[config.mk]
export PLATFORM = sky130hd
export DESIGN_NAME = fetch_ctrl_flat
export DESIGN_NICKNAME = d
export VERILOG_FILES = /design/src/rtl/fetch_ctrl_pkg.sv /design/src/rtl/fetch_ctrl_if.sv /design/src/rtl/fetch_ctrl_pc_reg.sv /design/src/rtl/fetch_ctrl.sv /design/src/flat_wrapper.sv
export SDC_FILE = /design/constraint.sdc
export NUM_CORES = 1
export LEC_CHECK = 0
export CAP_MARGIN = 40
export CORE_MARGIN = 3
export CORE_UTILIZATION = 50
export DETAILED_ROUTE_END_ITERATION = 8
export HOLD_SLACK_MARGIN = 0.06
export PLACE_DENSITY = 0.8
export SLEW_MARGIN = 10
export SYNTH_ARGS = -nofsm -noshare
export SYNTH_HDL_FRONTEND = slang
export SYNTH_SLANG_ARGS = --single-unit
[constraint.sdc]
create_clock -name clk -period 3.6 [get_ports clk]
set_clock_uncertainty 0.15 [all_clocks]
set_input_delay 0.54 -clock clk [delete_from_list [all_inputs] [get_ports clk]]
set_output_delay 0.54 -clock clk [all_outputs]
set_load 0.01 [all_outputs]
[src/rtl/fetch_ctrl_pkg.sv]
// -----------------------------------------------------------------------------
// fetch_ctrl_pkg
//   Shared definitions for the instruction-fetch sequencer: word width,
//   instruction length, default PC step and the sequencer state encoding.
// -----------------------------------------------------------------------------
package fetch_ctrl_pkg;

  localparam int WORD            = 32;
  localparam int INSTR_LEN       = 4;
  localparam int PC_STEP_DEFAULT = INSTR_LEN;

  typedef logic [WORD-1:0] word_t;

  // Two-bit state encoding of the fetch sequencer.
  typedef enum logic [1:0] {
    FC_BOOT = 2'd0,
    FC_RUN  = 2'd1,
    FC_HALT = 2'd2
  } fc_state_e;

endpackage : fetch_ctrl_pkg

[src/rtl/fetch_ctrl_if.sv]
// -----------------------------------------------------------------------------
// fetch_ctrl_if
//   Bundle between the hazard/branch logic (master) and the fetch sequencer
//   (slave).
//   master drives : stall, pc_src, branch_target, halt_req, resume
//   slave drives  : pc, fetch_valid, flush, fault, fetch_count
// -----------------------------------------------------------------------------
interface fetch_ctrl_if
  import fetch_ctrl_pkg::*;
();

  logic        stall;
  logic        pc_src;
  word_t       branch_target;
  logic        halt_req;
  logic        resume;

  word_t       pc;
  logic        fetch_valid;
  logic        flush;
  logic        fault;
  logic [31:0] fetch_count;

  modport master (
    output stall, pc_src, branch_target, halt_req, resume,
    input  pc, fetch_valid, flush, fault, fetch_count
  );

  modport slave (
    input  stall, pc_src, branch_target, halt_req, resume,
    output pc, fetch_valid, flush, fault, fetch_count
  );

endinterface : fetch_ctrl_if

[src/rtl/fetch_ctrl_pc_reg.sv]
// -----------------------------------------------------------------------------
// fetch_ctrl_pc_reg
//   WORD-wide register with asynchronous active-high reset to RESET_VAL and a
//   load enable. Holds the program counter of the fetch sequencer.
//   Ports: clk, reset, load (capture d this edge), d (next value), q (value).
// -----------------------------------------------------------------------------
module fetch_ctrl_pc_reg
  import fetch_ctrl_pkg::*;
#(
  parameter word_t RESET_VAL = '0
) (
  input  logic  clk,
  input  logic  reset,
  input  logic  load,
  input  word_t d,
  output word_t q
);

  // NOTE: clocked state is written with non-blocking assignments so every
  // register samples pre-edge values regardless of process ordering.
  always_ff @(posedge clk or posedge reset) begin
    if (reset)     q <= RESET_VAL;
    else if (load) q <= d;
  end

endmodule : fetch_ctrl_pc_reg

[src/rtl/fetch_ctrl.sv]
// -----------------------------------------------------------------------------
// fetch_ctrl
//   Instruction-fetch sequencer. Owns the PC and each cycle holds it, steps it
//   by PC_STEP, or redirects it to a branch target. Provides a boot delay of
//   BOOT_CYCLES, halt/resume, a flush pulse for IF/ID and a sticky fault for
//   misaligned branch targets.
//   Ports: clk, reset (async, active-high), bus (fetch_ctrl_if.slave):
//     in : stall, pc_src, branch_target, halt_req, resume
//     out: pc, fault, fetch_count (registered); fetch_valid, flush (comb)
// -----------------------------------------------------------------------------
module fetch_ctrl
  import fetch_ctrl_pkg::*;
#(
  parameter word_t       RESET_PC    = '0,
  parameter int unsigned BOOT_CYCLES = 4,
  parameter word_t       PC_STEP     = word_t'(PC_STEP_DEFAULT)
) (
  input  logic         clk,
  input  logic         reset,
  fetch_ctrl_if.slave  bus
);

  localparam logic [7:0] BOOT_LAST = 8'(BOOT_CYCLES - 1);

  fc_state_e   state_q, state_d;
  logic [7:0]  boot_cnt_q;
  logic        fault_q;
  logic [31:0] fetch_count_q;
  word_t       pc_q, pc_d;

  logic        misaligned;
  logic        fetch_valid, flush, pc_load, count_inc, fault_set;

  assign misaligned = |bus.branch_target[1:0];

  // State register.
  always_ff @(posedge clk or posedge reset) begin
    if (reset) state_q <= FC_BOOT;
    else       state_q <= state_d;
  end

  // Next-state logic.
  // NOTE: every combinational output gets a default before the case so no
  // path leaves it unassigned and no latch is inferred.
  always_comb begin
    state_d = state_q;
    unique case (state_q)
      FC_BOOT: if (boot_cnt_q == BOOT_LAST) state_d = FC_RUN;
      FC_RUN:  if (bus.halt_req || (bus.pc_src && misaligned)) state_d = FC_HALT;
      FC_HALT: if (bus.resume && !fault_q) state_d = FC_RUN;
      default: state_d = FC_BOOT;
    endcase
  end

  // Output / datapath-control logic. Only RUN acts on the inputs; halt_req
  // outranks a branch, and a branch outranks stall.
  always_comb begin
    fetch_valid = 1'b0;
    flush       = 1'b0;
    fault_set   = 1'b0;
    pc_load     = 1'b0;
    pc_d        = pc_q + PC_STEP;
    if (state_q == FC_RUN) begin
      fetch_valid = !bus.stall && !bus.halt_req;
      if (!bus.halt_req) begin
        if (bus.pc_src) begin
          flush = 1'b1;
          if (misaligned) begin
            fault_set = 1'b1;
          end else begin
            pc_load = 1'b1;
            pc_d    = bus.branch_target;
          end
        end else if (!bus.stall) begin
          pc_load = 1'b1;
        end
      end
    end
    // A flushed fetch is wrong-path work and does not count.
    count_inc = fetch_valid && !flush;
  end

  // Boot counter, sticky fault and fetch counter.
  always_ff @(posedge clk or posedge reset) begin
    if (reset) begin
      boot_cnt_q    <= '0;
      fault_q       <= 1'b0;
      fetch_count_q <= '0;
    end else begin
      if (state_q == FC_BOOT) boot_cnt_q <= boot_cnt_q + 8'd1;
      if (fault_set)          fault_q <= 1'b1;
      if (count_inc)          fetch_count_q <= fetch_count_q + 32'd1;
    end
  end

  fetch_ctrl_pc_reg #(
    .RESET_VAL (RESET_PC)
  ) u_pc_reg (
    .clk   (clk),
    .reset (reset),
    .load  (pc_load),
    .d     (pc_d),
    .q     (pc_q)
  );

  assign bus.pc          = pc_q;
  assign bus.fetch_valid = fetch_valid;
  assign bus.flush       = flush;
  assign bus.fault       = fault_q;
  assign bus.fetch_count = fetch_count_q;

endmodule : fetch_ctrl

[src/flat_wrapper.sv]
// flat-port wrapper written by rule: the top's interface ports become plain ports
module fetch_ctrl_flat import fetch_ctrl_pkg::*;
#(
  parameter word_t       RESET_PC    = '0,
  parameter int unsigned BOOT_CYCLES = 4,
  parameter word_t       PC_STEP     = word_t'(PC_STEP_DEFAULT)
)
  (clk, reset, bus_stall, bus_pc_src, bus_branch_target, bus_halt_req, bus_resume, bus_pc, bus_fetch_valid, bus_flush, bus_fault, bus_fetch_count);
  fetch_ctrl_if bus_i ();
  input  logic clk;
  input  logic reset;
  input wire logic [$bits(bus_i.stall)-1:0] bus_stall;
  input wire logic [$bits(bus_i.pc_src)-1:0] bus_pc_src;
  input wire logic [$bits(bus_i.branch_target)-1:0] bus_branch_target;
  input wire logic [$bits(bus_i.halt_req)-1:0] bus_halt_req;
  input wire logic [$bits(bus_i.resume)-1:0] bus_resume;
  output wire logic [$bits(bus_i.pc)-1:0] bus_pc;
  output wire logic [$bits(bus_i.fetch_valid)-1:0] bus_fetch_valid;
  output wire logic [$bits(bus_i.flush)-1:0] bus_flush;
  output wire logic [$bits(bus_i.fault)-1:0] bus_fault;
  output wire logic [$bits(bus_i.fetch_count)-1:0] bus_fetch_count;
  assign bus_i.stall = bus_stall;
  assign bus_i.pc_src = bus_pc_src;
  assign bus_i.branch_target = bus_branch_target;
  assign bus_i.halt_req = bus_halt_req;
  assign bus_i.resume = bus_resume;
  assign bus_pc = bus_i.pc;
  assign bus_fetch_valid = bus_i.fetch_valid;
  assign bus_flush = bus_i.flush;
  assign bus_fault = bus_i.fault;
  assign bus_fetch_count = bus_i.fetch_count;
  fetch_ctrl #(.RESET_PC(RESET_PC), .BOOT_CYCLES(BOOT_CYCLES), .PC_STEP(PC_STEP)) u_core (.clk(clk), .reset(reset), .bus(bus_i));
endmodule
### After elaboration in Yosys (flattened, before gate mapping)

Cells that the tools add are included.
Widths: inputs -> output; s select.

* bits in registers: 75
* bits of input ports: 38
* output and inout bits: 67
* logic and storage cells: 47

* $add $sub $neg: 3
* equal/unequal tests: 6
* multiplexer cells: 21
* reductions and logical operators: 12

Operators by type and width (number)
* $mux 32: 4
* $add 32x1->32 const B: 1
* $add 32x3->32 const B: 1
* $mux 1: 13
* $add 8x1->8 const B: 1
* $eq 8x2->1 const B: 1
* $mux 2: 3
* $ne 2x1->1 const B: 3
* $pmux 2 s3: 1
* $logic_and 1x1->1: 4
* $logic_not 1->1: 4
* $reduce_and 3->1: 1
* $eq 2x1->1 const B: 1
* $eq 2x2->1 const B: 1
* $logic_not 2->1: 1
* $reduce_or 2->1: 1
* $logic_or 1x1->1: 1

### Logic depth before layout (Yosys ltp)

* word-level depth: 5
* depth in mapped cells: 7
* mapped depth without buffers: 6

### Cells and area by module

Synthesis repeated with hierarchy kept, for this count alone.

* cell total of the unflattened synthesis: 391
* area, all modules: 4181.5 um2

Modules (own cells, without submodules)
* fetch_ctrl: times used 1, cells each 322, area each 2832.7 um2
* fetch_ctrl_pc_reg: times used 1, cells each 69, area each 1348.8 um2

### Worst setup path after synthesis

Ideal clock, no wire load.

* path type: input-to-reg
* start point: input port bus_halt_req
* end point: register u_core.fetch_count_q[28], in the netlist u_core.bus.fetch_count[28]
* setup time: 0.126 ns
* arrival time: 1.905 ns
* setup slack: 1.419 ns
* cell stages on the path: 7
* buffers on the path: 2
* cell sequence: or3b_1 -> buf_6 -> nor4_4 -> and3_1 -> buf_4 -> nand3_2 -> xnor2_1

* longest elaborated chain between the ends: 4

Ends and longest elaborated chain
* start: declaration: line flat_wrapper.sv:15 `input wire logic [$bits(bus_i.halt_req)-1:0] bus_halt_req;`
* $mux 1 or $logic_not 1->1 (tied branches): line fetch_ctrl.sv:65, fetch_ctrl.sv:64
* $mux 1 or $logic_and 1x1->1 (tied branches): line fetch_ctrl.sv:63, fetch_ctrl.sv:64
* $logic_not 1->1 or $mux 1 (tied branches): line fetch_ctrl.sv:80, fetch_ctrl.sv:63
* $logic_and 1x1->1 *: line fetch_ctrl.sv:80 `count_inc = fetch_valid && !flush;`
* end signal: assignment: line fetch_ctrl.sv:92 `if (count_inc) fetch_count_q <= fetch_count_q + 32'd1;`
* end: declaration: line fetch_ctrl.sv:28 `logic [31:0] fetch_count_q;`

Every way passes the cells marked *; elsewhere a longest branch is shown, timed or not.
A chain may end at the register's enable or synchronous reset.

### Worst setup path after layout

* start point: input port bus_halt_req
* end point: output port bus_fetch_valid

* longest elaborated chain between the ends: 3

Ends and longest elaborated chain
* $logic_not 1->1: line fetch_ctrl.sv:64 `fetch_valid = !bus.stall && !bus.halt_req;`
* $logic_and 1x1->1: line fetch_ctrl.sv:64
* $mux 1: line fetch_ctrl.sv:63 `if (state_q == FC_RUN) begin`
* end: declaration: line flat_wrapper.sv:18 `output wire logic [$bits(bus_i.fetch_valid)-1:0] bus_fetch_valid;`

No other way between the ends.

==> results by stage <==
STA:
- The number of endpoints with negative hold slack in the final report is 0.
- The period utilization is about four fifths.
- The maximum clock frequency is 343 MHz.
- Across all setup checks in the final design, the least slack found is 0.682 ns.
- The total count of max-transition violations in the final report came to 0.
- The headroom to the max-slew limit is 42.7%.
- The final-report setup violation count is 0.
- Setup repair after global routing left no endpoint under its margin.
- The final setup TNS is 0 ns.
- The final worst hold slack is 0.331 ns.
- At the pin with the least slew margin, the transition time is 0.853 ns.
- The clock period minus final worst setup slack is between 2 and 3 ns.

Detailed routing:
- After detailed routing, the number of vias per cell comes to 5.90.
- The first detailed-routing pass ran for 5 iterations.
- The highest routed metal layer is met4.
- Once detail routing completed, the nets flagged for antenna violations numbered 0.
- The wire length on met1 is around 4600 um.
- The length of routed met3 wiring is about 640 um.
- After detailed routing, the total wire length is 10700 um.
- The post-detailed-route DRC marker count is 0.
- In this run, the number of DRC markers left after iteration 0 of detailed routing was approximately 220.
- The via total after detailed routing is around 3700.
- Wire segments on met2 add up to 5290 um in the final route.
- Dividing the detail-routed wire length by the instance count gives 17.1 um.

Final layout:
- The area growth from synthesis to final layout is 34.1%.
- For this run, the share of the core covered by cells in the final layout is 71.6%.
- The number of nets at the end of the flow is between 500 and 600.
- The repair_antennas step left the layout with diodes totalling 0.
- The proportion of layout cells with a drive suffix above 1 is 6.46%.
- The total non-filler cell area in the finished layout is 5360 um^2.

Clock tree:
- The clock tree buffer depth is 2.
- The TritonCTS buffer count is 9.
- The latest clock arrival within the worst-skew pair is 0.33 ns.
- The CTS tree is yes.
- The post-CTS setup repair buffer count is 0.
- The number of sinks handled by clock tree synthesis is 75.
- The clock root buffer is sky130_fd_sc_hd__clkbuf_8.
- The H-tree generated during clock tree synthesis spans 3 levels.
- The number of resized instances in the post-cts repair step is 0.
- The number of hold buffers added after CTS is 0.
- After clock tree synthesis, the clock-pin slew on the worst setup and hold paths is about 0.070 ns.

Setup path:
- The worst setup path is captured at a primary output.
- The worst setup path is launched from an input port.
- By startpoint and endpoint, the worst setup path is classified as input port to primary output.
- The data required time at the worst endpoint is 2.91 ns.
- The maximum fanout encountered on the critical timing path is 6.
- The arrival time at the worst endpoint is 2.23 ns.

Floorplan:
- The floorplan step defined a die boundary enclosing 9100 um^2.
- The initial utilization of the core area, before any placement, comes to 53.4%.
- The number of standard-cell rows in the floorplan is 31.
- around 110 I/O pins were placed.
- The core region is 7490 um^2.
- The floorplan step set the die width to 95.4 um.
- Measured along the y axis, the die boundary spans 95.4 um.

Synth:
- The most used flip-flop cell after synthesis is sky130_fd_sc_hd__dfrtp_1.
- Yosys mapped the design onto 59 distinct sky130hd cell types.
- The sequential area share after synthesis is 47.0%.
- Counting every instance in the synthesized netlist gives 419.
- The share of flip-flops with an asynchronous set or reset is 100%.
- The mean post-synth cell area is 9.54 um^2.
- When the netlist entered floorplanning its net count stood at 460.
- The number of synthesized flops with an enable pin is 0.
- The netlist area before placement is 4000 um^2.
- The synthesized design contains 75 register bits.
- The Yosys step of the flow raised 0 warnings.

Hold path:
- The path category of the worst min-delay check is flop to flop.

Global routing:
- The final global-route overflow total is 0.
- Global routing used 24.1% of the available tracks.
- The first-pass GRT wire length is 17200 um.
- Entering global routing, the biggest net connects 47 pins.
- The number of antenna violations at the first check in global routing is 0.
- The via count of the first global-routing pass is 3500.

Power and ir drop:
- Dividing total power by cell area gives a power density of 468 nW/um^2.
- The maximum vdd ir drop is 0.000366 V.
- In this run the static leakage power is 2.17 nW.

Place:
- At the end of routability-driven placement, the weighted congestion stood at 0.875.
- The post-placement worst setup slack is roughly 0.63 ns.
- The placed instances occupy a cell area of around 5100 um^2.
- The final HPWL from detailed placement is 7650 um.
- The number of port buffers is 104.

Run:
- The reported max-cap violation count is 0.

Outcome:
- The flow ran to the end, and the final reports show no timing, DRC or antenna violations.
-- cell type report --
type                       instances  area, um^2
clock buffer                      10         128
timing repair buffer             109        1090
clock inverter                     5         103
multi-input combinational        321        2020
tap                               99         124
inverter                           6        22.5
sequential                        75        1880
fill                             562        2130
-- power breakdown --
| part | switching, mW | leakage, nW | total (mW) | internal (mW) |
|---|---|---|---|---|
| combinational | 0.249 | 1.05 | 0.590 | 0.341 |
| sequential | 0.188 | 1.01 | 1.17 | 0.980 |
| clock | 0.297 | 0.112 | 0.752 | 0.456 |
-- cell usage after synthesis, types with 3 or more instances --
| cell type | number | share of area, % |
|---|---|---|
| sky130_fd_sc_hd__a21oi_1 | 28 | 3.5 |
| sky130_fd_sc_hd__nand4_1 | 18 | 2.8 |
| sky130_fd_sc_hd__buf_2 | 5 | 0.63 |
| sky130_fd_sc_hd__a221o_1 | 3 | 0.75 |
| sky130_fd_sc_hd__nand4bb_1 | 3 | 0.85 |
| sky130_fd_sc_hd__nand3_1 | 27 | 3.4 |
| sky130_fd_sc_hd__nor3b_1 | 3 | 0.56 |
| sky130_fd_sc_hd__clkbuf_1 | 10 | 0.94 |
| sky130_fd_sc_hd__xnor2_1 | 28 | 6.1 |
| sky130_fd_sc_hd__dfrtp_1 | 75 | 47 |
| sky130_fd_sc_hd__inv_1 | 6 | 0.56 |
| sky130_fd_sc_hd__nand3_2 | 3 | 0.75 |
| sky130_fd_sc_hd__and4_1 | 7 | 1.5 |
| sky130_fd_sc_hd__and2_1 | 3 | 0.47 |
| sky130_fd_sc_hd__nor2_1 | 27 | 2.5 |
| sky130_fd_sc_hd__xor2_1 | 10 | 2.2 |
| sky130_fd_sc_hd__and3_1 | 14 | 2.2 |
| sky130_fd_sc_hd__a211oi_1 | 3 | 0.56 |
| sky130_fd_sc_hd__mux2i_1 | 3 | 0.75 |
| sky130_fd_sc_hd__nand2_1 | 45 | 4.2 |
| sky130_fd_sc_hd__nor4_1 | 4 | 0.63 |
| sky130_fd_sc_hd__a21o_1 | 3 | 0.56 |
| sky130_fd_sc_hd__ha_1 | 3 | 0.94 |
| sky130_fd_sc_hd__o21ai_0 | 28 | 3.5 |
| sky130_fd_sc_hd__or3_1 | 4 | 0.63 |
| sky130_fd_sc_hd__nor3_1 | 13 | 1.6 |
-- worst paths after layout --
check / start / endpoint / slack (ns) / depth (start not counted)
worst max-delay path: bus_halt_req / bus_fetch_valid / 0.68 / 4
worst min-delay path: u_core.bus.fetch_count[31] / u_core.bus.fetch_count[31] / 0.33 / 1
worst max register to register: u_core.u_pc_reg.q[2] / u_core.u_pc_reg.q[28] / 1.16 / 6
worst min register to register: u_core.bus.fetch_count[31] / u_core.bus.fetch_count[31] / 0.33 / 1
max in group asynchronous: reset / u_core.u_pc_reg.q[27] / 2.19 / 3
min in group asynchronous: reset / u_core.bus.fetch_count[23] / 0.45 / 2
-- per-layer routing --
metal  vias up  track usage (%)
li1       1740                -
met1      1799             32.6
met2       137             39.8
met3        14             3.31
met4         0             8.65
met5         -                0
-- cell families after synthesis --
kind of cell	Yosys count	share of synthesized area (%)
and+or+nand+nor	187	26.3
AOI/OAI and AO/OA	89	13.9
DFF	75	47.0
xor gates and xnor gates	38	8.33
buffers and inverters	23	2.60
muxes	4	1.03
adders and majority gates	3	0.939
-- worst max-delay path: stages --
cell                              delay, ns
sky130_fd_sc_hd__clkdlybuf4s50_1       0.47
sky130_fd_sc_hd__or3b_1                0.52
sky130_fd_sc_hd__nor2_1                0.15
sky130_fd_sc_hd__clkdlybuf4s50_1       0.54
-- registers in the layout (all words and copies together) (netlist names) --
name                    count
u_core.bus.fault            1
u_core.boot_cnt_q           8
u_core.u_pc_reg.q          32
u_core.bus.fetch_count     32
u_core.state_q              2
-- through the flow --
| stage | total power [mW] | cells |
|---|---|---|
| floorplan | 1.44 | 419 |
| global placement | 1.74 | 610 |
| detailed placement | 1.77 | 610 |
| CTS | 2.52 | 625 |
| global route | 2.65 | 625 |
| finish | 2.51 | 625 |
-- cell usage in the layout (no fill, tap or decap), drive strengths merged, types with 14 or more instances in the layout --
master / instances
clkdlybuf4s50: 104
dfrtp: 75
nand2: 45
nand3: 30
o21ai: 29
xnor2: 28
a21oi: 28
nor2: 28
nand4: 18
and3: 14
nor3: 14
Power figures use the tool's default switching activity.
